$ cat src/rtl/counter_pkg.sv
// Shared types and helpers for the loadable counter and its load controller.
package counter_pkg;

  localparam int DEF_WIDTH = 4;

  typedef enum logic [1:0] {
    IDLE = 2'd0,
    LOAD = 2'd1,
    HOLD = 2'd2
  } load_state_t;

  // Terminal count of a w-bit counter, returned in a 32-bit container.
  function automatic logic [31:0] all_ones(input int unsigned w);
    logic [31:0] val;
    if (w >= 32'd32) begin
      val = 32'hFFFF_FFFF;
    end else begin
      val = (32'd1 << w) - 32'd1;
    end
    return val;
  endfunction

endpackage

$ cat src/rtl/btn_debounce.sv
// Two-flop synchronizer plus optional counter debounce for one pushbutton.
// Debounce counter is built only when COUNTER_LOAD_CTRL_DEBOUNCE_EN is defined.
module btn_debounce #(
  parameter int DEBOUNCE_CYCLES = 16
) (
  input  logic clk,
  input  logic reset,
  input  logic raw,
  output logic stable
);

  logic sync1_r;
  logic sync2_r;
  logic stable_r;

  if (DEBOUNCE_CYCLES < 2) begin : g_bad_cfg
    $error("btn_debounce: DEBOUNCE_CYCLES must be at least 2");
  end

  // bring the asynchronous button into the clk domain
  always_ff @(posedge clk or negedge reset) begin
    if (!reset) begin
      sync1_r <= 1'b0;
      sync2_r <= 1'b0;
    end else begin
      sync1_r <= raw;
      sync2_r <= sync1_r;
    end
  end

`ifdef COUNTER_LOAD_CTRL_DEBOUNCE_EN
  localparam int DB_CNT_W = $clog2(DEBOUNCE_CYCLES + 1);
  localparam logic [DB_CNT_W-1:0] DB_LAST = DB_CNT_W'(DEBOUNCE_CYCLES - 1);

  logic [DB_CNT_W-1:0] db_cnt_r;

  // accept a new level only after it has persisted DEBOUNCE_CYCLES cycles
  always_ff @(posedge clk or negedge reset) begin
    if (!reset) begin
      db_cnt_r <= {DB_CNT_W{1'b0}};
      stable_r <= 1'b0;
    end else if (sync2_r == stable_r) begin
      db_cnt_r <= {DB_CNT_W{1'b0}};
    end else if (db_cnt_r == DB_LAST) begin
      db_cnt_r <= {DB_CNT_W{1'b0}};
      stable_r <= ~stable_r;
    end else begin
      db_cnt_r <= db_cnt_r + {{(DB_CNT_W-1){1'b0}}, 1'b1};
    end
  end
`else
  // no filtering: the synchronized level is simply registered once more
  always_ff @(posedge clk or negedge reset) begin
    if (!reset) begin
      stable_r <= 1'b0;
    end else begin
      stable_r <= sync2_r;
    end
  end
`endif

  assign stable = stable_r;

endmodule

$ cat src/rtl/counter_load_ctrl.sv
// Load controller for the 4-bit loadable counter: debounced button press or
// terminal-count wrap produces one load strobe with captured switch data.
// Optional debounce filter: COUNTER_LOAD_CTRL_DEBOUNCE_EN.
module counter_load_ctrl
  import counter_pkg::*;
#(
  parameter int WIDTH           = DEF_WIDTH,
  parameter int DEBOUNCE_CYCLES = 16
) (
  input  logic             clk,
  input  logic             reset,
  input  logic             btn_load_raw,
  input  logic [WIDTH-1:0] sw_data,
  input  logic             reload_en,
  input  logic [WIDTH-1:0] count_in,
  output logic             load,
  output logic [WIDTH-1:0] data,
  output logic             busy
);

  localparam logic [WIDTH-1:0] TERM_VAL = WIDTH'(all_ones(WIDTH));

  logic             btn_stable_s;
  logic             btn_stable_d_r;
  logic [WIDTH-1:0] count_prev_r;
  logic             press_evt_s;
  logic             wrap_evt_s;
  logic             capture_s;
  load_state_t      state_r;
  load_state_t      state_nxt_s;
  logic             load_r;
  logic             busy_r;
  logic [WIDTH-1:0] data_r;

  btn_debounce #(
    .DEBOUNCE_CYCLES(DEBOUNCE_CYCLES)
  ) u_btn_debounce (
    .clk   (clk),
    .reset (reset),
    .raw   (btn_load_raw),
    .stable(btn_stable_s)
  );

  // edge-detect history for the button and the counter value
  always_ff @(posedge clk or negedge reset) begin
    if (!reset) begin
      btn_stable_d_r <= 1'b0;
      count_prev_r   <= {WIDTH{1'b0}};
    end else begin
      btn_stable_d_r <= btn_stable_s;
      count_prev_r   <= count_in;
    end
  end

  // wrap fires only on arrival at terminal, so loading all-ones cannot loop
  assign press_evt_s = btn_stable_s & ~btn_stable_d_r;
  assign wrap_evt_s  = reload_en & (count_in == TERM_VAL) & (count_prev_r != TERM_VAL);

  // next-state decode; a simultaneous press and wrap collapse into one load
  always_comb begin
    state_nxt_s = state_r;
    capture_s   = 1'b0;
    case (state_r)
      IDLE: begin
        if (press_evt_s || wrap_evt_s) begin
          state_nxt_s = LOAD;
          capture_s   = 1'b1;
        end else begin
          state_nxt_s = IDLE;
        end
      end
      LOAD: begin
        if (btn_stable_s) begin
          state_nxt_s = HOLD;
        end else begin
          state_nxt_s = IDLE;
        end
      end
      HOLD: begin
        if (!btn_stable_s) begin
          state_nxt_s = IDLE;
        end else begin
          state_nxt_s = HOLD;
        end
      end
      default: begin
        state_nxt_s = IDLE;
      end
    endcase
  end

  // state, strobe, busy and captured data; busy tracks state != IDLE exactly
  always_ff @(posedge clk or negedge reset) begin
    if (!reset) begin
      state_r <= IDLE;
      load_r  <= 1'b0;
      busy_r  <= 1'b0;
      data_r  <= {WIDTH{1'b0}};
    end else begin
      state_r <= state_nxt_s;
      load_r  <= (state_r == LOAD);
      busy_r  <= (state_nxt_s != IDLE);
      if (capture_s) begin
        data_r <= sw_data;
      end else begin
        data_r <= data_r;
      end
    end
  end

  assign load = load_r;
  assign data = data_r;
  assign busy = busy_r;

endmodule

$ cat config.mk
export PLATFORM = sky130hd
export DESIGN_NAME = counter_load_ctrl
export DESIGN_NICKNAME = d
export VERILOG_FILES = /design/src/rtl/counter_pkg.sv /design/src/rtl/btn_debounce.sv /design/src/rtl/counter_load_ctrl.sv
export SDC_FILE = /design/constraint.sdc
export NUM_CORES = 1
export LEC_CHECK = 0
export ABC_AREA = 1
export CAP_MARGIN = 30
export CORE_AREA = 2 2 39 41
export CTS_BUF_LIST = sky130_fd_sc_hd__clkbuf_4 sky130_fd_sc_hd__clkbuf_8
export DETAILED_ROUTE_END_ITERATION = 6
export DIE_AREA = 0 0 41 43
export PLACE_DENSITY_LB_ADDON = 0.05
export SLEW_MARGIN = 30
export SYNTH_ARGS = -nofsm -noshare
export SYNTH_HDL_FRONTEND = slang
export SYNTH_SLANG_ARGS = --single-unit
$ cat constraint.sdc
create_clock -name clk -period 1.2 [get_ports clk]
set_input_delay 0.12 -clock clk [delete_from_list [all_inputs] [get_ports clk]]
set_output_delay 0.12 -clock clk [all_outputs]
set_load 0.02 [all_outputs]
# After elaboration in Yosys (flattened, before gate mapping)
# Cells that the tools add are included.
# W data, S select, Z words.
# word_totals
in_bits	12
output_inout_bits	6
wordCells	26
register_bits	16
# classes
eq_ne	4
n_reduce_logical	4
bitwise_logic	4
n_mux	5
# op_table
operator	count
$eq A4 B4 Y1 const B	1
$ne A4 B4 Y1 const B	1
$pmux W2 S2	1
$and A1 B1 Y1	3
$mux W1	3
$eq A2 B1 Y1 const B	1
$eq A2 B2 Y1 const B	1
$logic_not A2 Y1	1
$mux W2	1
$reduce_bool A2 Y1	1
$reduce_or A2 Y1	1
$logic_or A1 B1 Y1	1
$not A1 Y1	1

# Depth between registers and ports, before layout
# Gate-level depths: netlist of the first run.
# logic_depth
depth_word	7
depth_mapped	7
ltp_nobuf	7

# Cells and area by module
# From an unflattened synthesis of the first run, not the netlist that was laid out.
# hier_totals
hier_cells	47
area_unflattened_um2	574.3
# by_module_without_submodules
mod	cells_each	n_inst	area_each_um2
counter_load_ctrl	44	1	499.2
btn_debounce	3	1	75.1

# Least setup slack after synthesis of the first run
# OpenSTA, ideal clock, no wires.
# synth_path
kind	register -> register
start	register state_r[0]
end	register data_r[0], in the netlist data[0]
stages_incl_launch_ff	6
setup_time_ns	0.117
t_required_ns	1.083
t_arrival_ns	0.877
path_slack_ns	0.206
path_cell_list	dfrtp_1 -> inv_1 -> ha_1 -> nand2_4 -> nand2_1 -> nand2_1
# synth_between
elab_chain_cells	2
# synth_rtl
element	line	source
start, declared	counter_load_ctrl.sv:29	load_state_t state_r;
start signal, assigned	counter_load_ctrl.sv:100	state_r <= state_nxt_s;
$logic_not A2 Y1	counter_load_ctrl.sv:63	case (state_r)
$mux W1	counter_load_ctrl.sv:63	
end signal, assigned	counter_load_ctrl.sv:98	data_r <= {WIDTH{1'b0}};
end signal, assigned	counter_load_ctrl.sv:104	data_r <= sw_data;
end signal, assigned	counter_load_ctrl.sv:106	data_r <= data_r;
end, declared	counter_load_ctrl.sv:33	logic [WIDTH-1:0] data_r;
# No other way between the ends.
# A chain may end at the register's enable or synchronous reset.

# Worst setup path after layout of the first run
# layout_path
start	register data_r[2], in the netlist data[2]
end	output port data[2]
# layout_rtl
element	line	source
end, declared	counter_load_ctrl.sv:17	output logic [WIDTH-1:0] data,
# No word-level cell between the ends.

==> impl_summary.md, run 1 <==
Worst setup path
Among all stages on the critical path, the largest delay is contributed by dfrtp_1. On the critical path the largest part of the delay comes from flip-flops. The critical path data required time is 1.08 ns. The category of the worst setup path launch point is a flip-flop. Walking the worst path, the cells encountered are dlygate4sd2_1. The data arrival time at the worst-slack endpoint is 0.99 ns. The worst setup path is of the reg2out kind. The worst setup path is captured at an output pin.

In this run the worst path has a maximum fanout of 2. For this run, the slowest stage of the critical path takes 0.39 ns. The number of buffers and inverters on the critical path is 1.

Global route
The largest net degree at the start of global routing is 17. The total overflow reported by the global router is 0. The via count of the first global-routing pass is 383. The global routing usage summed across all routing layers is 13.6%. The initial antenna violation count is 0. The global-route wire length before repair is 1.56 mm.

Routing
The wire length per cell after detailed routing is 10.3 um. The routed layout has 386 vias. Once detail routing completed, the nets flagged for antenna violations numbered 0. In this run, the number of DRC markers left after iteration 0 of detailed routing was 2. The first-pass detailed-route iteration total is 4. The number of remaining DRC errors is 0. Dividing the detail-routed via count by the number of cells gives 4.54.

The total detailed-routing wirelength is 874 um.

Timing
The worst path in the final design needs a cycle of 1.11 ns, including I/O delays and setup. The final cycle utilization of the critical path is 92.7%. Setup repair after global routing left no endpoint under its margin.

On the final layout, the worst clock skew is 0.00200 ns. The final max-slew violation count is 0. The number of hold violations in the final report is 0. Measured against its own limit, the worst slew margin works out to 81.3%. Setup violations remaining at the end of the flow were counted as 0.

Derived from the worst setup path, the maximum achievable clock frequency is 0.899 GHz. The transition time at the pin with the least slew margin is 0.281 ns. Hold timing on the final database bottoms out at a slack of 0.148 ns.

Floorplanning
Measured along the y axis, the die boundary spans 43 um. The die area is 1760 sq um. The initial utilization of the core area, before any placement, comes to 41.5%. The overall die width is 41 um. After floorplanning, the core was sized to cover 1380 sq um. The I/O pin total is 18. Row generation in the floorplan step produced 14 rows.

Logic synthesis
The adder and majority cell fraction of the synthesized area is 6.54%. The number of warning messages in the yosys log is 0. The largest family of logic cells by synthesized area is simple AND/OR/NAND/NOR gates.

Multiplexer cells account for 0% of the synthesized area. The synthesized area per cell is 12.2 sq um. The net count after synthesis is 62. The synthesized netlist devotes 0% of its cell area to XOR and XNOR gates.

The sequential element share of the synthesized area is 69.7%. After synthesis, the netlist uses 10 different library cells. The compound-cell area share of the yosys netlist is 0%. After synthesis the netlist holds a flip-flop and latch count of 16. After synthesis the cells add up to 574 sq um. Synthesis produced 47 cells. The synthesized netlist devotes 20.5% of its cell area to simple gates.

Place
The count of buffers inserted at the top-level ports is 17. The cell count after placement is 81. At the end of routability-driven placement, the weighted congestion stood at 0.698.

Final layout
The repair_antennas step left the layout with diodes totalling 0. The leading cell type in the layout, fill and taps excluded is dfrtp_1. Once layout is complete, the cells apart from fillers number 85.

The top cell types in the final layout, fill and taps aside, are dfrtp_1, nand2_1, clkdlybuf4s50_1. The net count of the finished layout is 85. The area added between synthesis and finish is 39.4%.

The fraction of layout cells with a size suffix above 1 is 13.0%.

Power
Summed over all cells, the static leakage comes to 0.416 nW. The ratio of total power to cell area is 1520 nW/um^2. The worst-case IR drop observed on VDD is 662 uV.

CTS
For this design, the CTS-stage hold fixing added 0 buffers. The deepest level of the CTS H-tree is 1. The total number of clock tree sinks is 16. The TritonCTS clock tree is done.

Counting along the longest clock path gives a buffer depth of 2. In this run the post-CTS setup repair buffer count came out at 0. The clock root buffer is clkbuf_4. After clock tree synthesis, the clock-pin slew on the worst setup and hold paths is 0.09 ns. Clock tree synthesis inserted a total of 3 buffers. After clock tree synthesis, the repair step resized 6 gates.

The later pin in the worst-skew pair is clocked with a latency of 0.28 ns.

Run status
The run finished with clean final reports.

Run
The max capacitance violation total is 0.

Worst hold path
The class of the most critical hold timing path is in2async.
[synth_stat cells]
| cell | number | area [sq um] |
|---|---|---|
| nand3_1 | 5 | 25.0 |
| nand2_4 | 2 | 22.5 |
| dfrtp_1 | 16 | 400 |
| inv_1 | 4 | 15.0 |
| nand3b_2 | 1 | 11.3 |
| inv_2 | 1 | 3.75 |
| nor2_1 | 1 | 3.75 |
| ha_1 | 3 | 37.5 |
| nand2_1 | 13 | 48.8 |
| nand4_1 | 1 | 6.26 |
[per-layer routing]
| metal | wire length (um) | vias up | global-route usage (%) |
|---|---|---|---|
| li1 | - | 189 | - |
| met1 | 321 | 176 | 16.0 |
| met2 | 478 | 21 | 21.3 |
| met3 | 74 | 0 | 3.14 |
| met4 | 0 | 0 | 8.00 |
| met5 | 0 | - | 0 |
[final timing paths]
kind | startpoint | end | slack (ns) | cells after the start
worst max-delay path | data[2]$_DFFE_PN0P_ | data[2] | 0.09 | 1
worst min-delay path | reset | data[0]$_DFFE_PN0P_ | 0.15 | 2
worst max register to register | state_r[0]$_DFF_PN0_ | data[3]$_DFFE_PN0P_ | 0.12 | 5
worst min register to register | u_btn_debounce.sync2_r$_DFF_PN0_ | u_btn_debounce.stable$_DFF_PN0_ | 0.36 | 0
max in group asynchronous | reset | count_prev_r[0]$_DFF_PN0_ | 0.88 | 2
min in group clk | btn_load_raw | u_btn_debounce.sync1_r$_DFF_PN0_ | 0.27 | 1
[stage by stage]
step	TNS (ns)	setup WS (ns)	power [mW]	area, sq um	utilization, %
detailed placement	-0.203	-0.0509	0.928	772	55.8
global placement	-0.212	-0.0559	0.925	772	55.8
floorplan	0	0.206	0.772	574	-
CTS	0	0.0727	1.25	801	57.9
global route	0	0.0207	1.30	801	57.9
finish	0	0.0872	1.22	801	57.9
[final cells by class]
cell class	instances	area [sq um]
Inverter	5	18.8
Fill cell	131	583
Sequential cell	16	400
Clock buffer	4	36.3
Multi-Input combinational cell	26	155
Timing Repair Buffer	18	170
Tap cell	16	20.0
[cells by family (layout without fill, tap and decap cells)]
group / Yosys count / count (layout)
adders and majority gates: 3 / 3
buffers and inverters: 5 / 27
DFF: 16 / 16
and+or+nand+nor: 23 / 23
[power by group]
part | internal [mW] | switching (mW)
registers | 0.602 | 0.0281
clock network | 0.184 | 0.155
logic | 0.108 | 0.141
[sequential cells by signal (all words and copies together), names as in the netlist]
name                    count
count_prev_r                4
data                        4
state_r                     2
btn_stable_d_r              1
busy                        1
load                        1
u_btn_debounce.stable       1
u_btn_debounce.sync1_r      1
u_btn_debounce.sync2_r      1
(Power assumes the default switching activity.)
==> run 2: changes to the inputs <==
SYNTH_HIERARCHICAL = 1   (was not set)
==> impl_summary.md, run 2 <==
CTS
The clock root buffer is clkbuf_4. The number of buffers added by the clock tree synthesis step is 3 (unchanged). TritonCTS built the clock tree. The count of hold-fix buffers inserted at cts was 0 (unchanged). The total number of clock tree sinks is 16 (unchanged). The insertion delay of the later-clocked pin in the worst-skew pair is 0.29 ns (about the same). The clock transition at the registers of the reported paths is 0.09 ns (about the same). The deepest level of the CTS H-tree is 1 (unchanged). The clock tree buffer depth is 2 (unchanged).

Worst setup path
By startpoint and endpoint, the worst setup path is classified as reg2reg. The maximum fanout along the worst path was 6 (+4). The cell type with the highest occurrence count on the critical path is nand2_1.

In this run the critical register-to-register path is launched from state_r[0]$_DFF_PN0_. The largest incremental delay on the critical path is 0.42 ns (+0.03 ns). The depth of the worst register-to-register path came to 5 (unchanged). The worst setup path is captured at a flip-flop. The data arrival time at the worst-slack endpoint is 1.29 ns (+0.30 ns). Among all stages on the critical path, the largest delay is contributed by dfrtp_1. In this run the critical register-to-register path is captured at data[0]$_DFFE_PN0P_. The setup slack of the worst register-to-register path was 0.09 ns (-0.03 ns).

STA classifies the critical path startpoint as a flip-flop. Walking the worst path, the cells encountered are inv_1, ha_1, nand2_4, nand2_1, nand2_1. The critical path data required time is 1.38 ns (+0.30 ns).

Floorplanning
The y dimension of the die is 43 um (unchanged). The number of cell rows is 14 (unchanged). The die area is 1760 sq um (unchanged). The area inside the core boundary is 1380 sq um (unchanged).

The overall die width is 41 um (unchanged). The I/O pin total is 18 (unchanged). The initial cell density of the core is 41.5% (unchanged).

Logic synthesis
The area of the mapped netlist came to 574 sq um (unchanged). The synthesized area per cell was 12.2 sq um (unchanged). Ranked by total cell area, the synthesized netlist is headed by dfrtp_1, nand2_1, ha_1. The synthesized instance count is 47 (unchanged). The net count after synthesis is 62 (unchanged). The total of flip-flops plus latches after synthesis is 16 (unchanged). In the post-synthesis netlist, the cell with the most instances is dfrtp_1. After synthesis, the most frequently instantiated cells are dfrtp_1, nand2_1, nand3_1. The proportion of netlist area held by the largest area contributor is 69.7% (unchanged). The most area-hungry cell type in the Yosys netlist is dfrtp_1. The number of distinct library cell variants in the gate-level netlist after synthesis is 10 (unchanged). The proportion of register bits with asynchronous set or reset after synthesis came to 100% (unchanged).

The sequential element share of the synthesized area is 69.7% (unchanged). The number of warning messages in the yosys log is 6 (+6). The number of flops mapped to enable cells by yosys is 0 (unchanged).

For this run, the leading register cell type out of synthesis is dfrtp_1.

Routing
The total detailed-routing wirelength is 890 um (+1.8%). The number of vias per cell is 4.56 (+0.52%). The count of nets left with antenna violations after detail routing is 0 (unchanged). The first-pass detailed-route iteration total is 2 (-2).

The total vias in the final route came to 388 (+0.52%). The wire length per cell after detailed routing came to 10.5 um (+1.8%). The initial detailed-routing violation count is 5 (+3). The number of remaining DRC errors is 0 (unchanged).

Timing
The maximum achievable frequency is 0.905 GHz (+0.68%). The number of setup violations in the final report is 0 (unchanged). The headroom to the max-slew limit is 80.6% (-0.68 points). The transition time at the pin with the least slew margin came to 0.291 ns (+0.0102 ns).

The number of hold violations in the final report is 0 (unchanged). The final max-slew violation count is 0 (unchanged). The final period demand of the worst path is 1.11 ns (-0.00753 ns). The final cycle utilization of the critical path is 92.1% (-0.63 points).

Setup repair after global routing left no endpoint under its margin. The final clock skew is 0.00311 ns (+0.00110 ns). The post-route worst hold slack is 0.145 ns (-0.00265 ns).

Power
The ratio of total power to cell area is 1540 nW/um^2 (+0.98%). The sequential share of power came to 50.9% (-0.8 points). The total power consumption of the routed design came to 1.23 mW (+0.98%).

The internal power is 0.895 mW (about the same). The worst ir drop on vdd is 728 uV (+9.9%). The net switching power is 0.336 mW (+3.6%). The proportion of power drawn by combinational gates is 20.3% (-0.2 points). The proportion of power drawn by the clock network was 28.8% (+1.0 points). The switching share of power is 27.3% (+0.70 points). The leakage power total came to 0.416 nW (unchanged).

Global route
The global-route wire length before repair came to 1.55 mm (-0.90%). The via count of the first global-routing pass came to 392 (+2.3%). The global routing usage summed across all routing layers is 13.7% (+0.10 points).

The total overflow reported by the global router is 0 (unchanged). The largest net degree at the start of global routing is 17 (unchanged). The initial antenna violation count is 0 (unchanged).

Final layout
The fraction of layout cells with a size suffix above 1 is 13.0% (unchanged). The antenna diode count is 0 (unchanged). The leading cell type in the layout, fill and taps excluded is dfrtp_1. The final layout net count came to 85 (unchanged). The area added between synthesis and finish is 39.4% (unchanged). The library cells used most frequently in the layout, excluding fill and tap cells, are dfrtp_1, nand2_1, clkdlybuf4s50_1. The filler cell count in the final layout is 137 (+4.6%).

The area occupied by registers was 400 sq um (unchanged). The area used by multi-input combinational logic is 155 sq um (unchanged).

Place
The final estimated routing congestion in global placement is 0.683 (-2.1%). The count of buffers inserted at the top-level ports is 17 (unchanged). Detailed placement ended at an HPWL of 697 um.

Run status
The flow ran to the end, and the final reports show no timing, DRC or antenna violations.

Run
The max capacitance violation total was 0 (unchanged).

Worst hold path
The path class of the tightest hold or removal check is in2async.
run 2: cell families after synthesis:
kind of cell | count (synthesis) | synth area share, %
simple gates | 23 | 20.5
flops | 16 | 69.7
buf+inv | 5 | 3.27
fa+ha+maj | 3 | 6.54
run 2: what timing repair did:
action                                  4_1_cts  5_1_grt
endpoints found under the setup margin        6        0
buffers inserted                              0        0
gates resized for setup                       6        0
run 2: layout make-up:
class                   instances  area share (%)
flip-flops and latches         16            50.0
repair buffers                 18            21.2
multi-input cells              26            19.4
clock buffers                   4            4.53
well taps                      16            2.50
inverters                       5            2.34
run 2: how the worst max path moves through the flow:
stage	start	to	depth (start not counted)
after floorplan	state_r[0]$_DFF_PN0_	data[0]$_DFFE_PN0P_	5
after global placement	count_in[2]	data[2]$_DFFE_PN0P_	8
after detailed placement	count_in[2]	data[0]$_DFFE_PN0P_	8
after CTS	data[3]$_DFFE_PN0P_	data[3]	1
after global routing	state_r[0]$_DFF_PN0_	data[3]$_DFFE_PN0P_	5
final	state_r[0]$_DFF_PN0_	data[0]$_DFFE_PN0P_	5
run 2: power by group through the flow:
stage	logic [mW]	registers [mW]	clock network [mW]
2_1_floorplan	0.0769	0.695	0
5_1_grt	0.280	0.636	0.390
4_1_cts	0.256	0.627	0.365
3_3_place_gp	0.283	0.640	0
6_report	0.250	0.626	0.355
3_5_place_dp	0.287	0.640	0
run 2: metal layers:
layer  vias to the layer above  GRT usage, %  share of wire [%]
met5                         -             0                  0
met3                         2          4.71                6.6
li1                        191             -                  -
met4                         0          10.0                1.1
met2                        16          20.6                 51
met1                       179          15.0                 41
run 2: per-stage QoR:
| stage | instance area, sq um | setup slack (ns) | util, % | setup TNS, ns | std cells |
|---|---|---|---|---|---|
| 3_3_place_gp | 772 | -0.0521 | 55.8 | -0.199 | 81 |
| 4_1_cts | 801 | 0.0799 | 57.9 | 0 | 85 |
| 3_5_place_dp | 772 | -0.0603 | 55.8 | -0.230 | 81 |
| 6_report | 801 | 0.0947 | 57.9 | 0 | 85 |
| 2_1_floorplan | 574 | 0.206 | - | 0 | 47 |
| 5_1_grt | 801 | 0.0201 | 57.9 | 0 | 85 |
run 2: worst max-delay path: cells and delay by family (launching register included):
family        cells  cell delay [ns]
fa+ha+maj         1             0.32
buf+inv           1             0.07
flops             1             0.42
simple gates      3             0.20
==> run 3: changes to the inputs <==
ABC_CLOCK_PERIOD_IN_PS = 1200   (was not set)
==> results of run 3 <==
The final DEF is identical to that of run 2; final timing and power are the same.
